**src/rtl/logic_exec_stage_pkg.sv**
```systemverilog
// Shared definitions for the logic execute stage: opcodes, FSM states,
// default widths and the state chosen when an operation is accepted.
package exec_pkg;

  localparam int WIDTH_DEF   = 32;
  localparam int TAG_W_DEF   = 5;
  localparam int SHAMT_W_DEF = 5;

  localparam logic [2:0] OP_AND  = 3'd0;
  localparam logic [2:0] OP_OR   = 3'd1;
  localparam logic [2:0] OP_XOR  = 3'd2;
  localparam logic [2:0] OP_NOT  = 3'd3;
  localparam logic [2:0] OP_NAND = 3'd4;
  localparam logic [2:0] OP_NOR  = 3'd5;
  localparam logic [2:0] OP_PASS = 3'd6;
  localparam logic [2:0] OP_SHL  = 3'd7;

  typedef enum logic [1:0] {
    ST_IDLE  = 2'd0,
    ST_SHIFT = 2'd1,
    ST_HOLD  = 2'd2
  } state_t;

  // A shift by zero completes like any single-cycle op; only a nonzero
  // shift amount needs the iterative SHIFT state.
  function automatic state_t accept_state(input logic [2:0] op, input logic shamt_zero);
    return ((op == OP_SHL) && !shamt_zero) ? ST_SHIFT : ST_HOLD;
  endfunction

endpackage

```
**src/rtl/logic_exec_stage_logic_unit.sv**
```systemverilog
// Combinational bitwise unit: maps op/a/b to the result for ops 0-6.
// SHL (op 7) returns a unchanged, which is exactly the result of a shift
// by zero, so the stage can load this output for every zero-latency op.
module logic_unit
  import exec_pkg::*;
#(
  parameter int WIDTH = WIDTH_DEF
) (
  input  logic [2:0]       op,
  input  logic [WIDTH-1:0] a,
  input  logic [WIDTH-1:0] b,
  output logic [WIDTH-1:0] result
);

  genvar gi;
  generate
    for (gi = 0; gi < WIDTH; gi++) begin : g_bit
      logic bit_res;

      // Per-bit primitive selection; every opcode is defined.
      always_comb begin
        bit_res = a[gi];
        case (op)
          OP_AND:  bit_res = a[gi] & b[gi];
          OP_OR:   bit_res = a[gi] | b[gi];
          OP_XOR:  bit_res = a[gi] ^ b[gi];
          OP_NOT:  bit_res = ~a[gi];
          OP_NAND: bit_res = ~(a[gi] & b[gi]);
          OP_NOR:  bit_res = ~(a[gi] | b[gi]);
          OP_PASS: bit_res = a[gi];
          default: bit_res = a[gi];
        endcase
      end

      assign result[gi] = bit_res;
    end
  endgenerate

endmodule

```
**src/rtl/logic_exec_stage.sv**
```systemverilog
// Registered execute stage: valid/ready input, bitwise ops with one-cycle
// latency, iterative left shift that stalls the input, and a held result
// register with zero flag and tag toward writeback.
module logic_exec_stage
  import exec_pkg::*;
#(
  parameter int WIDTH   = WIDTH_DEF,
  parameter int TAG_W   = TAG_W_DEF,
  parameter int SHAMT_W = SHAMT_W_DEF
) (
  input  logic             clk,
  input  logic             rst_n,
  input  logic             in_valid,
  output logic             in_ready,
  input  logic [2:0]       in_op,
  input  logic [WIDTH-1:0] in_a,
  input  logic [WIDTH-1:0] in_b,
  input  logic [TAG_W-1:0] in_tag,
  output logic             out_valid,
  input  logic             out_ready,
  output logic [WIDTH-1:0] out_result,
  output logic             out_zero,
  output logic [TAG_W-1:0] out_tag,
  output logic             busy
);

  state_t             state_reg, state_next;
  logic [WIDTH-1:0]   shift_reg, shift_next;
  logic [SHAMT_W-1:0] count_reg, count_next;
  logic [WIDTH-1:0]   result_reg, result_next;
  logic               zero_reg, zero_next;
  logic [TAG_W-1:0]   tag_reg, tag_next;

  logic [WIDTH-1:0]   lu_result;
  logic [WIDTH-1:0]   shifted;
  logic [SHAMT_W-1:0] shamt;
  logic               accept;

  logic_unit #(.WIDTH(WIDTH)) u_logic_unit (
    .op     (in_op),
    .a      (in_a),
    .b      (in_b),
    .result (lu_result)
  );

  assign shamt   = in_b[SHAMT_W-1:0];
  assign shifted = shift_reg << 1;

  // Ready is a pure function of state and downstream ready, never of in_valid.
  assign in_ready = (state_reg == ST_IDLE) || ((state_reg == ST_HOLD) && out_ready);
  assign accept   = in_valid && in_ready;

  assign out_valid  = (state_reg == ST_HOLD);
  assign busy       = (state_reg == ST_SHIFT);
  assign out_result = result_reg;
  assign out_zero   = zero_reg;
  assign out_tag    = tag_reg;

  // Next-state and datapath update; registers hold their value by default,
  // which is what keeps the outputs frozen while HOLD is stalled.
  always_comb begin
    state_next  = state_reg;
    shift_next  = shift_reg;
    count_next  = count_reg;
    result_next = result_reg;
    zero_next   = zero_reg;
    tag_next    = tag_reg;

    case (state_reg)
      ST_IDLE, ST_HOLD: begin
        if (accept) begin
          // Loading a new op in HOLD replaces the consumed result in the
          // same edge, giving zero-bubble back-to-back issue.
          state_next = accept_state(in_op, shamt == '0);
          shift_next = in_a;
          count_next = shamt;
          tag_next   = in_tag;
          if (accept_state(in_op, shamt == '0) == ST_HOLD) begin
            result_next = lu_result;
            zero_next   = (lu_result == '0);
          end
        end else if ((state_reg == ST_HOLD) && out_ready) begin
          state_next = ST_IDLE;
        end
      end
      ST_SHIFT: begin
        shift_next = shifted;
        count_next = count_reg - SHAMT_W'(1);
        // The counter reaches zero on this edge: publish the final value.
        if (count_reg == SHAMT_W'(1)) begin
          state_next  = ST_HOLD;
          result_next = shifted;
          zero_next   = (shifted == '0);
        end
      end
      default: state_next = ST_IDLE;
    endcase
  end

  // State and datapath registers; reset discards any in-flight operation.
  always_ff @(posedge clk or negedge rst_n) begin
    if (!rst_n) begin
      state_reg  <= ST_IDLE;
      shift_reg  <= '0;
      count_reg  <= '0;
      result_reg <= '0;
      zero_reg   <= 1'b1;
      tag_reg    <= '0;
    end else begin
      state_reg  <= state_next;
      shift_reg  <= shift_next;
      count_reg  <= count_next;
      result_reg <= result_next;
      zero_reg   <= zero_next;
      tag_reg    <= tag_next;
    end
  end

endmodule

```
**config.mk**
```make
export PLATFORM = sky130hd
export DESIGN_NAME = logic_exec_stage
export DESIGN_NICKNAME = d
export VERILOG_FILES = /design/src/rtl/logic_exec_stage_pkg.sv /design/src/rtl/logic_exec_stage_logic_unit.sv /design/src/rtl/logic_exec_stage.sv
export SDC_FILE = /design/constraint.sdc
export NUM_CORES = 1
export LEC_CHECK = 0
export BUFFER_PORTS_ARGS = -buffer_cell sky130_fd_sc_hd__buf_2
export CAP_MARGIN = 0
export CORE_MARGIN = 3
export CORE_UTILIZATION = 55
export CTS_CLUSTER_DIAMETER = 80
export DETAILED_ROUTE_END_ITERATION = 8
export GPL_ROUTABILITY_DRIVEN = 0
export PLACE_DENSITY = 0.75
export SETUP_SLACK_MARGIN = 0.05
export SLEW_MARGIN = 10
export SYNTH_ARGS = -nofsm -noshare
export SYNTH_HDL_FRONTEND = slang
export SYNTH_HIERARCHICAL = 1
export SYNTH_SLANG_ARGS = --single-unit
```
**constraint.sdc**
```tcl
create_clock -name clk -period 2.1 [get_ports clk]
set_input_delay 0.105 -clock clk [delete_from_list [all_inputs] [get_ports clk]]
set_output_delay 0.105 -clock clk [all_outputs]
set_load 0.01 [all_outputs]
```
==> flow_summary.json <==
{
  "synth_cell_type_count": 56,
  "period_minus_slack_ns": 2.07,
  "start_util": 0.572,
  "place_ws_ns": -0.421,
  "grt_usage": 0.311,
  "firstDrtPassIters": 8,
  "drc_errors": 0,
  "synth-simple-area-share": 0.188,
  "timing_worst_setup_path_type": "in2reg",
  "synth_edf_count": 0,
  "path_cells": "buf_4 -> inv_1 -> ha_1 -> mux2_4 -> a222oi_1 -> a31oi_2 -> nor4_2 -> nand3_1 -> or4_1 -> a31oi_1",
  "holdWs_ns": 0.0296,
  "htreeDepth": 3,
  "num_rows": 39,
  "worstPathMaxFanout": 3,
  "synth_ff_type": "dfrtp_1",
  "ant_nets": 0,
  "finalNonFillerCells": 1156,
  "io_buffers": 116,
  "grt_pass1_vias": 6902,
  "path_clk_slew_ns": 0.06,
  "vias_per_cell": 5.97,
  "ys_seq_area_frac": 0.286,
  "utilization": 0.747,
  "drtIter0Drc": 598,
  "crit_buf_inv": 2,
  "synthesis.nets": 957,
  "power_leakage_nw": 4.54,
  "required_ns": 2.37,
  "synth_top_family_by_area": "simple AND/OR/NAND/NOR gates",
  "skew_ns": 0.00639,
  "antenna_found_initial": 0,
  "area_growth_pct": 30.6,
  "setup_viol": 0,
  "finalWorstSetupSlack_ns": 0.0285,
  "synth_mux_area_frac": 0.0970,
  "finalWirelength_mm": 21.6,
  "run_status": "finished, final reports clean",
  "wl_per_cell_um": 18.7,
  "layout-drive-gt1-share": 0.342,
  "largest_register_ffs": 32,
  "hpwl_mm": 15.5,
  "period_share": 0.986,
  "synth_top_area_cell": "dfrtp_1",
  "yosysTopAreaCellShare": 0.282,
  "vias": 6902,
  "max-cap-violations": 0,
  "cp.arrival_ns": 2.34,
  "slew_headroom": 0.630,
  "startpoint_type": "input port",
  "dieHeight_um": 116,
  "cts_made_buffers": 9,
  "syn_inst": 815,
  "fmax_mhz": 483,
  "yosysWarnings": 6,
  "yosysMostFrequentCell": "nand2_1",
  "dp_cells": 1121,
  "hold_path_class": "in2reg",
  "power.density_nw_per_um2": 718,
  "critPathMaxStageDelay_ns": 0.51,
  "synth.area.top_cells": "dfrtp_1, ha_1, nand2_1, mux2_2, buf_4",
  "netlist_top_cells_count": "nand2_1, dfrtp_1, inv_1",
  "gr-total-overflow": 0,
  "root_buffer": "clkbuf_16",
  "yosys.area_share.adder": 0.124,
  "dieArea_um2": 13400,
  "synth-xor-area-share": 0.0250,
  "cp_slowest_cell": "or4_1",
  "netlist_area_um2": 6650,
  "ir_drop_mv": 0.546,
  "cts_buffer_depth": 2,
  "tritoncts": "yes",
  "grt_max_degree": 42,
  "slew_violations": 0,
  "coreArea_um2": 11600,
  "grt_first_pass_wirelength_mm": 32.9,
  "rsz0062_at_grt": "yes",
  "endpoint_kind": "flop",
  "nets": 1151,
  "avgSynthCellArea_um2": 8.16,
  "io_pins": 117,
  "synth_seq_cells": 76,
  "async_reset_ff_frac": 1.00,
  "cpLargestDelayFamily": "simple AND/OR/NAND/NOR gates",
  "insertion_delay_ns": 0.35,
  "tightest_slew_ns": 0.554,
  "synth-compound-area-share": 0.155,
  "antenna_cells": 0,
  "hold_viol": 0,
  "cts.sinks": 76,
  "die_w_um": 116
}
routing by layer:
| metal | share of wire | GRT usage | vias up |
|---|---|---|---|
| met5 | 0 | 0 | - |
| met4 | 0.050 | 0.183 | 0 |
| met3 | 0.075 | 0.0533 | 85 |
| met2 | 0.49 | 0.534 | 382 |
| met1 | 0.39 | 0.364 | 3304 |
| li1 | - | - | 3131 |
layout by cell type, fill, tap and decap left out, types with 10 or more instances in the layout:
| master | Yosys | final |
|---|---|---|
| o211ai_1 | 10 | 10 |
| a31oi_1 | 12 | 10 |
| a211o_1 | 12 | 12 |
| inv_1 | 75 | 67 |
| nand3_1 | 20 | 20 |
| ha_1 | 66 | 61 |
| xnor2_1 | 19 | 19 |
| o21ai_0 | 20 | 13 |
| nand2_1 | 206 | 206 |
| nor2_1 | 25 | 25 |
| clkbuf_16 | 0 | 11 |
| o221ai_1 | 13 | 13 |
| a22oi_1 | 19 | 18 |
| buf_4 | 39 | 135 |
| o21ai_1 | 11 | 15 |
| buf_2 | 15 | 105 |
| dfrtp_1 | 75 | 75 |
| mux2_2 | 32 | 28 |
| mux2i_1 | 22 | 22 |
metrics by stage:
step	power, mW	cell area [um2]	setup TNS [ns]
3_3_place_gp	4.30	7970	-0.415
2_1_floorplan	3.50	6700	-0.0313
6_report	6.23	8680	0
5_1_grt	6.56	8680	-0.126
4_1_cts	6.12	8360	-0.0231
3_5_place_dp	4.42	7970	-0.582
cell type report:
| cell class | instances | area (um2) |
|---|---|---|
| Multi-Input combinational cell | 580 | 4070 |
| Fill cell | 820 | 2940 |
| Tap cell | 143 | 179 |
| Clock inverter | 5 | 77.6 |
| Clock buffer | 10 | 229 |
| Timing Repair Buffer | 265 | 1910 |
| Inverter | 77 | 312 |
| Sequential cell | 76 | 1900 |
worst reg2reg max path, delay by kind of cell, from the launching register on:
family	cells	cell delay, ns
buffers and inverters	1	0.22
AOI/OAI and AO/OA	1	0.18
DFF	1	0.44
and+or+nand+nor	3	1.12
final timing paths:
kind	from	to	slack, ns	depth (start not counted)
max in group asynchronous	rst_n	out_result[23]	1.20	3
min in group asynchronous	rst_n	shift_reg[12]	0.29	2
worst min-delay path	out_ready	state_reg[1]	0.03	3
worst max register to register	shift_reg[12]	out_zero	0.08	5
worst max-delay path	in_a[8]	out_zero	0.03	10
worst min register to register	out_result[16]	out_result[16]	0.48	1
logic make-up (layout without fill, tap and decap cells):
family                   Yosys count  count (layout)
adder cells (fa/ha/maj)           66              66
multiplexers                      59              59
AND/OR/NAND/NOR                  295             295
buffers and inverters            159             357
XOR/XNOR                          19              19
AO/OA/AOI/OAI                    141             141
flip-flops                        76              76
timing repair:
item | CTS | global route
pin swaps | 1 | 22
hold endpoints to repair | 39 | 0
cloned | 0 | 3
endpoints found under the setup margin | 32 | 1
resized for setup | 5 | 52
hold buffers | 6 | 0
buffers inserted | 0 | 11
power by group:
part | internal [mW] | switching [mW] | total (mW) | leakage, nW
sequential | 1.89 | 0.337 | 2.23 | 0.913
clock | 1.03 | 0.632 | 1.66 | 0.148
combinational | 1.11 | 1.23 | 2.34 | 3.48
Power figures use the tool's default switching activity.
